### src/rtl/regfile_wb_arbiter_pkg.sv
// ---------------------------------------------------------------------------
// regfile_wb_arbiter_pkg
// Shared constants and types for the register-file write-back arbiter.
//   DATA_W   : default write-back data width
//   NUM_REGS : default register count (width of the one-hot write select)
//   ZERO_REG : index of the hard-wired zero register, never written
//   RD_W     : width of a register index
//   grant_e  : requester encoding used for the round-robin last-grant bit
// ---------------------------------------------------------------------------
package regfile_wb_arbiter_pkg;

    localparam int DATA_W   = 64;
    localparam int NUM_REGS = 32;
    localparam int ZERO_REG = 31;
    localparam int RD_W     = 5;

    // GNT_ALU must stay 0 so that a cleared last-grant bit means "ALU won
    // last", which hands the first conflict after reset to the load path.
    typedef enum logic {
        GNT_ALU = 1'b0,
        GNT_MEM = 1'b1
    } grant_e;

endpackage

### src/rtl/regfile_wb_arbiter_regsel.sv
// ---------------------------------------------------------------------------
// regsel_decoder
// Turns the pending destination index into the one-hot register-file write
// enable. The zero register is masked so it can never be written.
// Ports:
//   i_valid : a write is pending
//   i_rd    : destination register index
//   o_sel   : one-hot write enable (all zeros when idle or when rd is zero reg)
// ---------------------------------------------------------------------------
module regsel_decoder #(
    parameter int NUM_REGS = regfile_wb_arbiter_pkg::NUM_REGS,
    parameter int ZERO_REG = regfile_wb_arbiter_pkg::ZERO_REG
) (
    input  logic                                   i_valid,
    input  logic [regfile_wb_arbiter_pkg::RD_W-1:0] i_rd,
    output logic [NUM_REGS-1:0]                    o_sel
);

    import regfile_wb_arbiter_pkg::*;

    // Each select bit compares the index against its own position, so the
    // output is one-hot by construction and the zero register bit is forced low.
    always_comb begin
        o_sel = '0;
        for (int i = 0; i < NUM_REGS; i++) begin
            o_sel[i] = i_valid && (i_rd == RD_W'(i)) && (i != ZERO_REG);
        end
    end

endmodule

### src/rtl/regfile_wb_arbiter.sv
// ---------------------------------------------------------------------------
// regfile_wb_arbiter
// Merges the ALU and load write-back streams into a single register-file
// write port through one output register (1-cycle latency). Conflicts are
// resolved round-robin; the register file can freeze the output with wr_hold.
// Ports:
//   clk, reset_n              : clock, synchronous active-low reset
//   alu_valid/rd/data/ready   : ALU write-back requester (valid/ready)
//   mem_valid/rd/data/ready   : load write-back requester (valid/ready)
//   wr_hold                   : register file busy, freeze the output stage
//   dselect                   : one-hot write enable to the register file
//   dbus                      : write data to the register file
//   rs_a/rs_b, busy_a/busy_b  : hazard query against the pending write
// ---------------------------------------------------------------------------
module regfile_wb_arbiter #(
    parameter int DATA_W   = regfile_wb_arbiter_pkg::DATA_W,
    parameter int NUM_REGS = regfile_wb_arbiter_pkg::NUM_REGS,
    parameter int ZERO_REG = regfile_wb_arbiter_pkg::ZERO_REG
) (
    input  logic                                   clk,
    input  logic                                   reset_n,
    input  logic                                   alu_valid,
    input  logic [regfile_wb_arbiter_pkg::RD_W-1:0] alu_rd,
    input  logic [DATA_W-1:0]                      alu_data,
    output logic                                   alu_ready,
    input  logic                                   mem_valid,
    input  logic [regfile_wb_arbiter_pkg::RD_W-1:0] mem_rd,
    input  logic [DATA_W-1:0]                      mem_data,
    output logic                                   mem_ready,
    input  logic                                   wr_hold,
    output logic [NUM_REGS-1:0]                    dselect,
    output logic [DATA_W-1:0]                      dbus,
    input  logic [regfile_wb_arbiter_pkg::RD_W-1:0] rs_a,
    input  logic [regfile_wb_arbiter_pkg::RD_W-1:0] rs_b,
    output logic                                   busy_a,
    output logic                                   busy_b
);

    import regfile_wb_arbiter_pkg::*;

    localparam logic [RD_W-1:0] ZERO_RD = RD_W'(ZERO_REG);

    logic              r_outValid;
    logic [RD_W-1:0]   r_outRd;
    logic [DATA_W-1:0] r_outData;
    grant_e            r_lastGrant;

    logic              w_aluReady;
    logic              w_memReady;
    logic              w_pendingWrite;
    logic [NUM_REGS-1:0] w_sel;

    // Grant logic. Nothing is granted while reset is low or the register file
    // holds the output. A lone requester always wins; on a conflict the side
    // that did not win last time gets the slot, so neither can starve.
    always_comb begin
        w_aluReady = 1'b0;
        w_memReady = 1'b0;
        if (reset_n && !wr_hold) begin
            if (alu_valid && mem_valid) begin
                if (r_lastGrant == GNT_ALU) begin
                    w_memReady = 1'b1;
                end else begin
                    w_aluReady = 1'b1;
                end
            end else begin
                w_aluReady = alu_valid;
                w_memReady = mem_valid;
            end
        end
    end

    assign alu_ready = w_aluReady;
    assign mem_ready = w_memReady;

    // Output register. A transfer loads the winner's rd/data and records who
    // won; with no transfer the entry retires after one cycle. During wr_hold
    // everything, including the last-grant bit, is frozen. Reset discards any
    // pending entry so no write escapes.
    always_ff @(posedge clk) begin
        if (!reset_n) begin
            r_outValid  <= 1'b0;
            r_outRd     <= '0;
            r_outData   <= '0;
            r_lastGrant <= GNT_ALU;
        end else if (!wr_hold) begin
            if (w_aluReady) begin
                r_outValid  <= 1'b1;
                r_outRd     <= alu_rd;
                r_outData   <= alu_data;
                r_lastGrant <= GNT_ALU;
            end else if (w_memReady) begin
                r_outValid  <= 1'b1;
                r_outRd     <= mem_rd;
                r_outData   <= mem_data;
                r_lastGrant <= GNT_MEM;
            end else begin
                r_outValid  <= 1'b0;
            end
        end
    end

    regsel_decoder #(
        .NUM_REGS (NUM_REGS),
        .ZERO_REG (ZERO_REG)
    ) u_regsel (
        .i_valid (r_outValid),
        .i_rd    (r_outRd),
        .o_sel   (w_sel)
    );

    assign dselect = w_sel;
    assign dbus    = r_outValid ? r_outData : '0;

    // A write to the zero register never lands, so it cannot create a hazard.
    assign w_pendingWrite = r_outValid && (r_outRd != ZERO_RD);
    assign busy_a         = w_pendingWrite && (r_outRd == rs_a);
    assign busy_b         = w_pendingWrite && (r_outRd == rs_b);

endmodule

### config.mk
export PLATFORM = sky130hd
export DESIGN_NAME = regfile_wb_arbiter
export DESIGN_NICKNAME = d
export VERILOG_FILES = /design/src/rtl/regfile_wb_arbiter_pkg.sv /design/src/rtl/regfile_wb_arbiter_regsel.sv /design/src/rtl/regfile_wb_arbiter.sv
export SDC_FILE = /design/constraint.sdc
export NUM_CORES = 1
export LEC_CHECK = 0
export CAP_MARGIN = 30
export CELL_PAD_IN_SITES_DETAIL_PLACEMENT = 1
export CELL_PAD_IN_SITES_GLOBAL_PLACEMENT = 2
export CORE_ASPECT_RATIO = 0.75
export CORE_MARGIN = 5
export CORE_UTILIZATION = 21
export CTS_CLUSTER_DIAMETER = 200
export DETAILED_ROUTE_END_ITERATION = 6
export PLACE_DENSITY_LB_ADDON = 0.1
export SETUP_SLACK_MARGIN = 0.15
export SYNTH_ARGS = -nofsm -noshare
export SYNTH_HDL_FRONTEND = slang
export SYNTH_SLANG_ARGS = --single-unit
### constraint.sdc
create_clock -name clk -period 2.3 [get_ports clk]
set_input_delay 0.345 -clock clk [delete_from_list [all_inputs] [get_ports clk]]
set_output_delay 0.345 -clock clk [all_outputs]
set_load 0.01 [all_outputs]
=== Word level (Yosys, flattened, before mapping) ===
Cells that the tools add are included.

* Register bits after elaboration: 71
* Input bits: 153
* Output and inout bits: 100
* Logic and storage cells: 93

* Equal/unequal tests: 33
* Muxes and demuxes: 15
* Bitwise gates (word level): 1
* Reduce and logical (&&, ||, !) cells: 40

{| class="wikitable"
|+ Operators with widths
! kind !! count
|-
| 64-bit 2-to-1 mux || 3
|-
| 5-bit equality test (second input constant) || 15
|-
| 5-bit by 4-bit equality test with 1-bit output (second input constant) || 8
|-
| 1-bit logical AND || 36
|-
| 5-bit by 3-bit equality test with 1-bit output (second input constant) || 4
|-
| 5-bit by 2-bit equality test with 1-bit output (second input constant) || 2
|-
| 5-bit equality test || 2
|-
| 1-bit 2-to-1 mux || 10
|-
| 5-bit 2-to-1 mux || 2
|-
| 5-bit by 1-bit equality test with 1-bit output (second input constant) || 1
|-
| 5-bit zero test || 1
|-
| 5-bit inequality test (second input constant) || 1
|-
| 2-bit AND reduction || 1
|-
| 2-bit nonzero test || 1
|-
| 1-bit zero test || 1
|-
| 1-bit NOT || 1
|}

=== Longest topological paths before layout ===
* Word-level depth: 5
* Mapped depth: 8
* Mapped depth without buffers: 3

=== By module ===
A second synthesis with hierarchy kept.

* Cell total of the unflattened synthesis: 568
* Area, all modules: 4390.5 um2

{| class="wikitable"
|+ Modules (own cells, without submodules)
! module !! times used !! cells an instance !! area an instance (um2) !! seq. area each (um2)
|-
| regfile_wb_arbiter || 1 || 520 || 4149.0 || 1421.4
|-
| regsel_decoder || 1 || 48 || 241.5 || 0.0
|}

=== Worst setup path before layout ===
OpenSTA, ideal clock, no wires.

* Path type: input port to output port
* Start: input reset_n
* End: output mem_ready
* Data arrival time: 1272 ps
* Required time: 1955 ps
* Setup slack: 683 ps
* Stages on the path: 6
* Buffers on the path: 3
* Path through: nor2b_1 > buf_2 > buf_4 > clkbuf_1 > nand2_1 > a21oi_1

* Cells in the longest elaborated chain, start to end: 2

{| class="wikitable"
|+ Ends and longest elaborated chain
! what !! line !! source
|-
| start, declared || regfile_wb_arbiter.sv:21 || <nowiki>input logic reset_n,</nowiki>
|-
| 1-bit logical AND || regfile_wb_arbiter.sv:59 || <nowiki>if (reset_n && !wr_hold) begin</nowiki>
|-
| 1-bit 2-to-1 mux || regfile_wb_arbiter.sv:59 ||
|-
| end, declared || regfile_wb_arbiter.sv:29 || <nowiki>output logic mem_ready,</nowiki>
|}

No other way between the ends.

=== Final worst setup path ===
* Start: register r_outValid
* End: output dselect[2]

* Cells in the longest elaborated chain, start to end: 1

{| class="wikitable"
|+ Ends and longest elaborated chain
! what !! line !! source
|-
| start, declared || regfile_wb_arbiter.sv:43 || <nowiki>logic r_outValid;</nowiki>
|-
| start signal, assigned || regfile_wb_arbiter.sv:82 || <nowiki>r_outValid <= 1'b0;</nowiki>
|-
| start signal, assigned || regfile_wb_arbiter.sv:88 || <nowiki>r_outValid <= 1'b1;</nowiki>
|-
| start signal, assigned || regfile_wb_arbiter.sv:93 || <nowiki>r_outValid <= 1'b1;</nowiki>
|-
| 1-bit logical AND || regfile_wb_arbiter_regsel.sv:26 || <nowiki>o_sel[i] = i_valid && (i_rd == RD_W'(i)) && (i != ZERO_REG);</nowiki>
|-
| end, declared || regfile_wb_arbiter.sv:31 || <nowiki>output logic [NUM_REGS-1:0] dselect,</nowiki>
|}

No other way between the ends.

==> impl_metrics.toml <==
[routing]
via_per_inst = 5.07
drt_first_pass_iters = 4
vias = 5460
wire_per_inst_um = 20.5
drt-total-wl_um = 22100
ant_nets = 0
drc = 0
drtIter0Drc = 365

[placed_design]
portBuffers = 251
gp_congestion = 0.796
dp_cells = 1049
hpwl_um = 15200

[sta]
hold_ws_ns = 0.515
period_minus_slack_ns = 2.11
finalSetupTns_ns = 0
skew_ns = 0.00586
rsz0062_at_grt = "true"
period_share_pct = 91.9
hold_viol_final = 0
max_freq_mhz = 473
setup_viol = 0
slew_viol_final = 0

[die]
io_pins = 253
die_x_um = 177
fp.dieArea_um2 = 24000
core_um2 = 20400
die_h_um = 135
start_util_pct = 21.5
fp-row-count = 45

[logic_synthesis]
avgSynthCellArea_um2 = 7.67
synth_top_area_share_pct = 32.3
ys_seq_area_share_pct = 32.3
synth_top_area_cell = "dfxtp_1"
yosysWarnings = 0
synthCells = 573
yosysUniqueCellTypes = 28
ys_seq_elements = 71
syn-num-nets = 726
ys_top_cells_by_area = "dfxtp_1, a311oi_1, nand4_1"
synth_area_um2 = 4400

[grt]
grt_overflow_total = 0
grt_max_degree = 70
grt_util_all_layers_pct = 17.6
antenna_found_initial = 0
grt_pass1_wl_um = 33400
grt_pass1_vias = 5646

[cts]
cts_made_buffers = 9
htree_levels = 3
clkLatencyLatePin_ns = 0.34
path_clk_slew_ns = 0.06
cts_max_path_buffers = 2
postCtsHoldBufs = 0
cts.sinks = 71
cts_tree = "done"
root_buffer = "clkbuf_16"

[worst_setup_path]
cp_slowest_cell = "dfxtp_4"
critical_path_buf_inv_count = 2
cp-start-kind = "flip-flop"
path_class = "flip-flop to primary output"
cp_max_fo = 7
cp_top_family = "simple AND/OR/NAND/NOR gates"
worst_setup_path_end_kind = "primary output"
endpoint = "dselect[2]"
reg2reg_depth = 4
cpPeakStageDelay_ns = 0.42
crit_path_start = "r_outValid"
crit_cells = 5
rr_endpoint = "r_outData[51]"
reg2reg_from = "r_lastGrant"
arrival_ns = 1.77
worstPathRequired_ns = 1.96
worstPathCellList = "nor2b_4, nand3b_1, buf_4, nor3_1, clkdlybuf4s15_1"
r2r_setup_slack_ns = 0.81

[power_and_ir_drop]
power_density_nw_per_um2 = 482
p_leak_nw = 2.81
peakVddDrop_mv = 0.354

[layout]
layout-drive-gt1-share_pct = 10.1
nets = 942
fin_cells = 1076
diodes = 0
area_delta_synth_final_pct = 74.9

[flow_run]
maxCapViolCount = 0

[worst_hold_path]
hold_start = "r_outData[19]"
hold_path_depth = 2
hold_path.class = "flip-flop to flip-flop"

[run_status]
status = "finished clean"
[report_power, final]
part / internal (W) / switching (W)
Clock: 0.000902 / 0.000579
Combinational: 0.000446 / 0.000416
Sequential: 0.00131 / 0.0000558
[timing repair]
action | 4_1_cts | 5_1_grt
setup buffers | 7 | 4
pin swaps | 2 | 2
setup endpoints to repair | 80 | 41
resized for setup | 39 | 21
[kinds of logic after synthesis]
kind of cell | synth area share, %
xor gates and xnor gates | 1.99
buffers and inverters | 8.20
AOI/OAI and AO/OA | 31.6
DFF | 32.3
other | 0.0853
and+or+nand+nor | 25.8
[metrics by stage]
step	instance area [um^2]	utilization (%)	total power, W	worst slack [ns]
after CTS	7610	37.2	0.00376	0.0615
after global routing	7690	37.6	0.00389	0.0912
after detailed placement	7220	35.3	0.00225	0.000780
final	7690	37.6	0.00371	0.186
after floorplan	4400	-	0.00176	0.683
after global placement	7220	35.3	0.00224	0.0777
[per-layer routing]
layer	up-vias	track usage [%]	wire, um	part of all wire [%]
met5	-	0	0	0
met4	0	3.99	284	1.3
met3	18	5.61	1710	7.7
met2	169	27.2	9940	45
met1	2667	23.9	10100	46
li1	2606	-	-	-
[registers in the layout, summed over array words and instances, names as in the netlist]
register	count
r_outRd	5
r_outValid	1
r_lastGrant	1
r_outData	64
[cells in the final DEF (no fill, tap or decap), types with 3 or more instances in the layout]
cell	netlist	routed
a21oi_1	71	71
a311oi_1	60	60
a311oi_2	10	10
and2_1	65	64
buf_12	0	10
buf_4	4	23
buf_6	3	3
clkbuf_16	0	9
clkdlybuf4s50_1	0	215
dfxtp_1	71	65
dfxtp_4	0	5
dlygate4sd2_1	0	19
dlymetal6s2s_1	0	14
nand2_1	4	3
nand2b_1	5	4
nand3_1	5	4
nand3b_1	3	3
nand4_1	70	70
nor2_1	27	27
nor2b_4	0	3
nor3_1	8	6
o21ai_0	69	69
xnor2_1	6	6
xor2_1	4	4
[final cells by class]
type / count / area, um^2
Tap cell: 282 / 353
Inverter: 2 / 7.51
Timing Repair Buffer: 287 / 2920
Sequential cell: 71 / 1440
Clock buffer: 12 / 256
Fill cell: 2403 / 12700
Clock inverter: 4 / 53.8
Multi-Input combinational cell: 418 / 2660
[cell usage after synthesis]
library cell,count
a21oi_1,71
nor3_1,8
a22oi_1,1
nand2_1,4
buf_4,4
xor2_1,4
nand4_1,70
o21ai_1,1
or2_0,1
nand3b_1,3
inv_1,1
nand4b_1,2
nand2b_1,5
nor2_1,27
dfxtp_1,71
nand3_1,5
conb_1,1
xnor2_1,6
o21ai_0,69
clkbuf_1,69
nor4_1,2
buf_2,6
a311oi_2,10
inv_2,1
buf_6,3
a311oi_1,60
nor2b_1,3
and2_1,65
[worst min-delay path, stage by stage, from the launching register on]
cell and delay [ns]:
dfxtp_1 0.31, a21oi_1 0.11, a311oi_1 0.05
[worst min-delay path by stage]
stage | endpoint | slack (ns)
3_3_place_gp | r_outData[34] | 0.50
3_5_place_dp | r_outData[19] | 0.51
4_1_cts | r_outData[19] | 0.52
6_report | r_outData[19] | 0.51
2_1_floorplan | r_lastGrant | 0.49
5_1_grt | r_outData[9] | 0.54
Power figures use the tool's default switching activity.
